File: config.mk
export PLATFORM = sky130hd
export DESIGN_NAME = cp0_reg
export DESIGN_NICKNAME = d
export VERILOG_FILES = /design/src/rtl/cp0_reg.sv
export SDC_FILE = /design/constraint.sdc
export NUM_CORES = 1
export LEC_CHECK = 0
export ABC_AREA = 1
export CAP_MARGIN = 20
export CORE_MARGIN = 2
export CORE_UTILIZATION = 48
export CTS_BUF_LIST = sky130_fd_sc_hd__clkbuf_16
export DETAILED_ROUTE_END_ITERATION = 8
export PLACE_DENSITY = 0.93
export SETUP_SLACK_MARGIN = 0.4
export SYNTH_ARGS = -nofsm -noshare
export SYNTH_HDL_FRONTEND = slang
export SYNTH_SLANG_ARGS = --single-unit
File: constraint.sdc
create_clock -name clk -period 2.5 [get_ports clk]
set_clock_uncertainty 0.2 [all_clocks]
set_input_delay 0.25 -clock clk [delete_from_list [all_inputs] [get_ports clk]]
set_output_delay 0.25 -clock clk [all_outputs]
set_load 0.02 [all_outputs]
File: src/rtl/cp0_reg.sv
// cp0_reg: MIPS-style coprocessor-0 register file.
// Holds Count, Compare, Status, Cause, EPC plus constant PRId/Config.
// It also handles the timer interrupt, exception entry and eret.
//
// Ports:
//   clk                 system clock, rising edge
//   rst                 asynchronous reset, active low
//   we_i/waddr_i/data_i register write from MEM/WB
//   raddr_i / data_o    combinational register read (mfc0)
//   int_i               external interrupt lines, sampled into Cause[15:10]
//   excepttype_i        exception code from MEM (0 = none, 0x0E = eret)
//   current_inst_addr_i PC of the excepting instruction
//   is_in_delayslot_i   excepting instruction is in a delay slot
//   count_o..prid_o     current register values
//   timer_int_o         timer interrupt request
module cp0_reg (
    input  logic        clk,
    input  logic        rst,
    input  logic        we_i,
    input  logic [4:0]  waddr_i,
    input  logic [31:0] data_i,
    input  logic [4:0]  raddr_i,
    input  logic [5:0]  int_i,
    input  logic [31:0] excepttype_i,
    input  logic [31:0] current_inst_addr_i,
    input  logic        is_in_delayslot_i,
    output logic [31:0] data_o,
    output logic [31:0] count_o,
    output logic [31:0] compare_o,
    output logic [31:0] status_o,
    output logic [31:0] cause_o,
    output logic [31:0] epc_o,
    output logic [31:0] config_o,
    output logic [31:0] prid_o,
    output logic        timer_int_o
);

    localparam logic [4:0]  ADDR_COUNT   = 5'd9;
    localparam logic [4:0]  ADDR_COMPARE = 5'd11;
    localparam logic [4:0]  ADDR_STATUS  = 5'd12;
    localparam logic [4:0]  ADDR_CAUSE   = 5'd13;
    localparam logic [4:0]  ADDR_EPC     = 5'd14;
    localparam logic [4:0]  ADDR_PRID    = 5'd15;
    localparam logic [4:0]  ADDR_CONFIG  = 5'd16;

    localparam logic [31:0] PRID_VAL     = 32'h004C_0102;
    localparam logic [31:0] CONFIG_VAL   = 32'h0000_8000;
    localparam logic [31:0] STATUS_RST   = 32'h1000_0000;

    localparam logic [31:0] EXC_INT      = 32'h01;
    localparam logic [31:0] EXC_SYSCALL  = 32'h08;
    localparam logic [31:0] EXC_RI       = 32'h0A;
    localparam logic [31:0] EXC_OV       = 32'h0C;
    localparam logic [31:0] EXC_TRAP     = 32'h0D;
    localparam logic [31:0] EXC_ERET     = 32'h0E;

    logic [31:0] r_count, r_compare, r_status, r_cause, r_epc;
    logic        r_timer_int;

    logic [31:0] w_count_nxt, w_compare_nxt, w_status_nxt, w_cause_nxt, w_epc_nxt;
    logic        w_timer_nxt;
    logic [4:0]  w_exccode;

    // Interrupt reports ExcCode 0; the other codes equal their excepttype value.
    assign w_exccode = (excepttype_i == EXC_INT) ? 5'd0 : excepttype_i[4:0];

    always_comb begin
        w_count_nxt   = r_count + 32'd1;
        w_compare_nxt = r_compare;
        w_status_nxt  = r_status;
        w_cause_nxt   = r_cause;
        w_epc_nxt     = r_epc;
        w_timer_nxt   = r_timer_int;

        if ((r_compare != 32'd0) && (r_count == r_compare)) begin
            w_timer_nxt = 1'b1;
        end

        w_cause_nxt[15:10] = int_i;

        // Ordinary write first; exception handling below overrides it.
        if (we_i) begin
            case (waddr_i)
                ADDR_COUNT:   w_count_nxt = data_i;
                ADDR_COMPARE: begin
                    w_compare_nxt = data_i;
                    w_timer_nxt   = 1'b0;
                end
                ADDR_STATUS:  w_status_nxt = data_i;
                ADDR_CAUSE:   begin
                    w_cause_nxt[9:8]   = data_i[9:8];
                    w_cause_nxt[23:22] = data_i[23:22];
                end
                ADDR_EPC:     w_epc_nxt = data_i;
                default:      ;
            endcase
        end

        case (excepttype_i)
            EXC_INT, EXC_SYSCALL, EXC_RI, EXC_OV, EXC_TRAP: begin
                // Nested exceptions keep the original return address and BD.
                if (!r_status[1]) begin
                    if (is_in_delayslot_i) begin
                        w_epc_nxt      = current_inst_addr_i - 32'd4;
                        w_cause_nxt[31] = 1'b1;
                    end else begin
                        w_epc_nxt      = current_inst_addr_i;
                        w_cause_nxt[31] = 1'b0;
                    end
                end
                w_status_nxt[1]  = 1'b1;
                w_cause_nxt[6:2] = w_exccode;
            end
            EXC_ERET: w_status_nxt[1] = 1'b0;
            default:  ;
        endcase
    end

    always_ff @(posedge clk or negedge rst) begin
        if (!rst) begin
            r_count     <= 32'd0;
            r_compare   <= 32'd0;
            r_status    <= STATUS_RST;
            r_cause     <= 32'd0;
            r_epc       <= 32'd0;
            r_timer_int <= 1'b0;
        end else begin
            r_count     <= w_count_nxt;
            r_compare   <= w_compare_nxt;
            r_status    <= w_status_nxt;
            r_cause     <= w_cause_nxt;
            r_epc       <= w_epc_nxt;
            r_timer_int <= w_timer_nxt;
        end
    end

    always_comb begin
        data_o = 32'd0;
        case (raddr_i)
            ADDR_COUNT:   data_o = r_count;
            ADDR_COMPARE: data_o = r_compare;
            ADDR_STATUS:  data_o = r_status;
            ADDR_CAUSE:   data_o = r_cause;
            ADDR_EPC:     data_o = r_epc;
            ADDR_PRID:    data_o = PRID_VAL;
            ADDR_CONFIG:  data_o = CONFIG_VAL;
            default:      data_o = 32'd0;
        endcase
    end

    assign count_o     = r_count;
    assign compare_o   = r_compare;
    assign status_o    = r_status;
    assign cause_o     = r_cause;
    assign epc_o       = r_epc;
    assign config_o    = CONFIG_VAL;
    assign prid_o      = PRID_VAL;
    assign timer_int_o = r_timer_int;

endmodule

== Yosys cells after proc, flatten, opt, wreduce, memory -nomap -nowiden ==
Cells that the tools add are included.

* Multiplexer cells: 16
* Add/sub/neg operators: 2
* Eq/ne operators: 19
* Bitwise operators: 1
* Reduce and logical (&&, ||, !) cells: 10

{| class="wikitable"
|+ Operator list
! cell !! number
|-
| 32-bit 2-to-1 mux || 7
|-
| 32-bit case mux with 7 select lines || 1
|-
| 32-bit by 4-bit equality test with 1-bit output (second input constant) || 5
|-
| 5-bit by 4-bit equality test with 1-bit output (second input constant) || 11
|-
| 32-bit by 1-bit adder with 32-bit output (second input constant) || 1
|-
| 32-bit by 1-bit equality test with 1-bit output (second input constant) || 1
|-
| 32-bit equality test || 1
|-
| 32-bit nonzero test || 1
|-
| 32-bit by 3-bit subtractor with 32-bit output (second input constant) || 1
|-
| 2-bit AND reduction || 5
|-
| 3-bit nonzero test || 2
|-
| 5-bit equality test (second input constant) || 1
|-
| 5-bit 2-to-1 mux || 1
|-
| 5-bit OR reduction || 1
|-
| 1-bit 2-to-1 mux || 4
|-
| 2-bit 2-to-1 mux || 2
|-
| 1-bit case mux with 2 select lines || 1
|-
| 1-bit logical AND || 1
|-
| 1-bit NOT || 1
|}

* Input bits: 116
* Word-level logic and storage cells: 58
* Output and inout bits: 257
* Bits in registers: 145

== Depth between registers and ports, before layout ==
* Depth after elaboration: 5
* Gate-level depth with buffers: 13
* Depth with buffers taken out: 13

== Least setup slack after synthesis ==
Ideal clock, no wire load.

* Path type: reg-to-reg
* Start point: reg r_count[1], in the netlist count_o[1]
* End point: reg r_count[24], in the netlist count_o[24]
* Data arrival time: 1.536 ns
* Stages on the path, launching flop included: 9
* Library setup time: 0.126 ns
* Period minus slack after synthesis: 1.862 ns
* Buffers on the path: 0
* Setup slack: 0.638 ns
* Data required time: 2.174 ns
* Cells stage by stage: dfrtp_1 ha_1 nand3_2 nor2_4 nand2_4 nor2_4 nand4_1 nand3_1 o21ai_0

* Longest elaborated chain between the ends: 3

{| class="wikitable"
|+ Ends and longest elaborated chain
! what !! line !! RTL
|-
| start, declared || 57 || <nowiki>logic [31:0] r_count, r_compare, r_status, r_cause, r_epc;</nowiki>
|-
| start signal, assigned || 128 || <nowiki>r_count <= w_count_nxt;</nowiki>
|-
| 32-bit by 1-bit adder with 32-bit output (*) || 68 || <nowiki>w_count_nxt = r_count + 32'd1;</nowiki>
|-
| 32-bit 2-to-1 mux || 83 || <nowiki>case (waddr_i)</nowiki>
|-
| 32-bit 2-to-1 mux (*) || 82 || <nowiki>if (we_i) begin</nowiki>
|-
| via w_count_nxt[24] || 60 || <nowiki>logic [31:0] w_count_nxt, w_compare_nxt, w_status_nxt, w_cause_nxt, w_epc_nxt;</nowiki>
|}

The timed path passes the listed nets; every way through them passes the cells marked *.
A chain may end at the register's enable or synchronous reset.

== Worst setup path after layout ==
* Start point: reg r_compare[8], in the netlist compare_o[8]
* End point: out compare_o[8]

{| class="wikitable"
|+ RTL lines
! what !! line !! RTL
|-
| start, declared || 57 ||
|-
| start signal, assigned || 129 || <nowiki>r_compare <= w_compare_nxt;</nowiki>
|-
| end, declared || 29 || <nowiki>output logic [31:0] compare_o,</nowiki>
|}

No word-level cell between the ends.

==> results.txt <==
- The run finished with clean final reports.
* Post-Syn Area: 9519 um^2
* Clock tree root driver cell: sky130_fd_sc_hd__clkbuf_16
- Together, buffers and inverters on the worst path number 1.
- For this run, the leading register cell type out of synthesis is sky130_fd_sc_hd__dfrtp_1.
- Max-cap violation count: 0
- In this run, placement finished with an instance count of 1894.
- Library cell contributing the largest single delay on the critical path: sky130_fd_sc_hd__clkdlybuf4s50_1
- At the end of routability-driven placement, the weighted congestion stood at 1.082.
- The min-delay analysis places its worst path in the category input port to flop.
- CTS Sinks: 145
* Count of synthesis-stage warnings from yosys: 0
- In the final timing run, aggregate negative setup slack is 0 ns.
- Power share of the sequential group: 0.368
- In the final routed layout, each cell accounts on average for 20.11 um.
- The count of nets left with antenna violations once routing finished came out at 0.
- Highest clock frequency the design can meet: 482.2 MHz
- Core box area: approximately 20000 um^2
* Cell Rows: 51
- Design Power: between 9 and 10 mW
- Delay of the slowest cell on the worst path: about 0.67 ns
- In the final layout, the multi-input gates occupy 5049 um^2.
* Final Worst Setup Slack: 0.4262 ns
* Total wirelength of the detailed-routed design: 38.87 mm
- The average instance in the mapped netlist occupies 7.083 um^2.
- Leakage Power: 6.375 nW
- Of the total power, combinational logic draws 0.367.
- Setup violations remaining at the end of the flow were counted as 0.
- Detailed routing inserted a total of 10526 vias.
* Slew at the pin closest to its max-slew limit: about 0.63 ns
* Slew headroom: 0.5802
* Initial DRC count: 1244
- The first global-routing pass estimated 57.60 mm of wire.
* Number of DRC violations after detailed routing: 0
- Top-Level Pins: between 300 and 400
* Total Die Area: 20970 um^2
- Detailed-route vias per instance: 5.445
- Fin util: 0.6924
- Once detailed placement completed, the half-perimeter wirelength came to 30.75 mm.
- The initial utilization of the core area, before any placement, comes to 0.4891.
- In this run the cell area measured after placement is 12660 um^2.
- Compared with the post-synthesis result, the final layout area differs by 41.56%.
* VDD IR-drop max: between 0.3 and 0.4 mV
- Final non-filler cell area: roughly 13000 um^2
- The final count of pins violating max slew was 0.
- The worst setup path is captured at an output pin.
- Type of the worst setup path: flop to output pin
- The analysis attributes to net switching a power of 4.010 mW.
- Worst path required time: just over 2 ns
- Clock period minus final worst setup slack: 2.074 ns
* Count of non-filler cells in the finished layout: 1933
- Dividing total power by cell area gives a power density of about 730 nW/um^2.
* Number of nets in the finished design: between 1500 and 2000
* Die Width: 144.8 um
- The H-tree generated during clock tree synthesis spans 4 levels.
* Total track usage: 0.3723
* Critical path's top delay family: buffers and inverters
* Number of different library cells in the post-synthesis netlist: 42
- Of all nets on the critical path, the largest fanout is 5.
- The clock reaches the later pin of the worst-skew pair after 0.44 ns.
- In this run the tool buffered the top-level ports with 292 buffer cells.
- From bottom edge to top edge, the die measures about 140 um.
- Count of fill cells added during filler insertion: roughly 1600
- In the synthesized netlist, the number of instances is 1344.
* Setup repair after global routing missed its margin: no
- For this run, the register share of the synthesized area comes to 0.3813.
* Switching share of power: 0.4063
* Clock Pin Slew Worst Setup and Hold Paths: 0.06 ns
- The number of antenna violations at the first check in global routing is 0.
- Registers take 3642 um^2.
- The total overflow left after global routing is 0.
- No sink is reached through more buffers than the 2 on the longest clock path.
- OpenSTA, run right after detailed placement, puts the worst setup slack at -0.2854 ns.
* Clock power share: 0.265
- P_int: 5.859 mW
- Async S/R FF share, synth: 1.000
- Traced cell by cell, the critical path runs through clkdlybuf4s50_1.
- Count of TritonRoute iterations in the first routing pass: 6
- TritonCTS built the clock tree.
- Number of synthesized register bits: 145
- 0 antenna diodes ended up in the layout.
- EDFF count, synth: 0
* Portion of the clock cycle consumed by the worst path in the final layout: 0.8295
- Data on the critical path arrives at its endpoint at 1.62 ns.
- Total CTS buffers: 17
- STA classifies the critical path startpoint as a flop.
* Proportion of layout cells with a drive suffix above 1: 0.1289
* Largest net degree at the start of global routing: 66
- Final hold viol count: 0
- Via count of the first global-routing pass: 9735
- The tightest hold path in the finished design has a slack of roughly 0.043 ns.
## repair_timing
item                       in CTS  in global routing
setup endpoints to repair      36                 50
pin swaps                      12                  5
cloned                          1                  0
gates resized for setup       202                 38
hold buffers                    1                  0
buffers inserted                3                  2
hold endpoints to repair       55                  0
## worst paths after layout
kind | from | to | slack, ns | cells past startpoint
worst max-delay path | compare_o[8]$_DFFE_PN0P_ | compare_o[8] | 0.43 | 1
worst min-delay path | int_i[4] | cause_o[14]$_DFF_PN0_ | 0.04 | 1
worst max register to register | count_o[21]$_DFF_PN0_ | count_o[28]$_DFF_PN0_ | 0.47 | 9
worst min register to register | timer_int_o$_DFF_PN0_ | timer_int_o$_DFF_PN0_ | 0.33 | 2
max in group asynchronous | rst | compare_o[21]$_DFFE_PN0P_ | 1.20 | 3
min in group asynchronous | rst | count_o[5]$_DFF_PN0_ | 0.18 | 2
## cell families (layout without fill, tap and decap cells)
kind of cell	Yosys count	count (layout)	synth area share
buffers and inverters	265	511	0.1413
other	2	80	0.0007889
DFF	145	145	0.3813
adders and majority gates	2	2	0.002628
and+or+nand+nor	652	652	0.2868
xor gates and xnor gates	50	50	0.04600
AOI/OAI and AO/OA	228	228	0.1412
## registers in the layout, summed over array words and instances (netlist names)
register	flops
count_o	32
status_o	32
cause_o	16
epc_o	32
compare_o	32
timer_int_o	1
## layer usage
layer,global-route usage,part of all wire,vias up
li1,-,-,4763
met1,0.5061,0.39,4929
met2,0.5842,0.47,747
met3,0.09016,0.12,87
met4,0.1257,0.029,0
met5,0,0,-
## cells in the final DEF, fill, tap and decap left out, types with 11 or more instances in the layout
master | netlist | layout
sky130_fd_sc_hd__inv_2 | 6 | 12
sky130_fd_sc_hd__xor2_1 | 22 | 22
sky130_fd_sc_hd__nand3_1 | 36 | 33
sky130_fd_sc_hd__dlymetal6s2s_1 | 0 | 12
sky130_fd_sc_hd__nor2_2 | 10 | 11
sky130_fd_sc_hd__nor3_1 | 21 | 20
sky130_fd_sc_hd__a22oi_1 | 26 | 16
sky130_fd_sc_hd__dfrtp_1 | 144 | 134
sky130_fd_sc_hd__o21ai_0 | 131 | 130
sky130_fd_sc_hd__nor2_1 | 110 | 107
sky130_fd_sc_hd__clkbuf_16 | 0 | 17
sky130_fd_sc_hd__xnor2_1 | 28 | 28
sky130_fd_sc_hd__nand2_1 | 436 | 432
sky130_fd_sc_hd__o21ai_1 | 10 | 11
sky130_fd_sc_hd__conb_1 | 2 | 80
sky130_fd_sc_hd__clkdlybuf4s50_1 | 0 | 241
sky130_fd_sc_hd__o2111ai_2 | 0 | 14
sky130_fd_sc_hd__nand4_1 | 13 | 13
sky130_fd_sc_hd__inv_1 | 132 | 125
sky130_fd_sc_hd__a21oi_1 | 16 | 15
sky130_fd_sc_hd__buf_4 | 82 | 54
## power groups by stage
stage	logic, mW	clock network, mW	registers (mW)
finish	3.62	2.62	3.63
CTS	3.59	2.62	3.58
global placement	3.49	0	3.61
detailed placement	3.55	0	3.60
global route	3.89	2.73	3.66
floorplan	1.46	0	3.83
## cell type report
class | count | share of cell area
well taps | 265 | 0.02461
clock inverters | 15 | 0.01300
inverters | 138 | 0.03863
clock buffers | 17 | 0.03157
multi-input cells | 1012 | 0.3747
repair buffers | 341 | 0.2473
flip-flops and latches | 145 | 0.2703
## Yosys cell counts, types with 4 or more instances
cell type | count | area (um^2)
sky130_fd_sc_hd__inv_1 | 132 | 495.5
sky130_fd_sc_hd__nand2_1 | 436 | 1637
sky130_fd_sc_hd__nand3_1 | 36 | 180.2
sky130_fd_sc_hd__o211ai_1 | 8 | 60.06
sky130_fd_sc_hd__o21ai_2 | 6 | 52.55
sky130_fd_sc_hd__buf_2 | 15 | 75.07
sky130_fd_sc_hd__dfrtp_1 | 144 | 3603
sky130_fd_sc_hd__nor3_1 | 21 | 105.1
sky130_fd_sc_hd__nand4_1 | 13 | 81.33
sky130_fd_sc_hd__a22oi_1 | 26 | 195.2
sky130_fd_sc_hd__a31oi_1 | 4 | 25.02
sky130_fd_sc_hd__nand3_2 | 5 | 50.05
sky130_fd_sc_hd__nor2_1 | 110 | 412.9
sky130_fd_sc_hd__clkbuf_1 | 26 | 97.59
sky130_fd_sc_hd__buf_4 | 82 | 615.6
sky130_fd_sc_hd__nor2_4 | 6 | 67.56
sky130_fd_sc_hd__xnor2_1 | 28 | 245.2
sky130_fd_sc_hd__inv_2 | 6 | 22.52
sky130_fd_sc_hd__a21oi_1 | 16 | 80.08
sky130_fd_sc_hd__o21ai_1 | 10 | 50.05
sky130_fd_sc_hd__nor2_2 | 10 | 62.56
sky130_fd_sc_hd__o2111ai_1 | 20 | 175.2
sky130_fd_sc_hd__o21ai_0 | 131 | 655.6
sky130_fd_sc_hd__xor2_1 | 22 | 192.7
No activity file was read; power rests on OpenSTA's default activity.
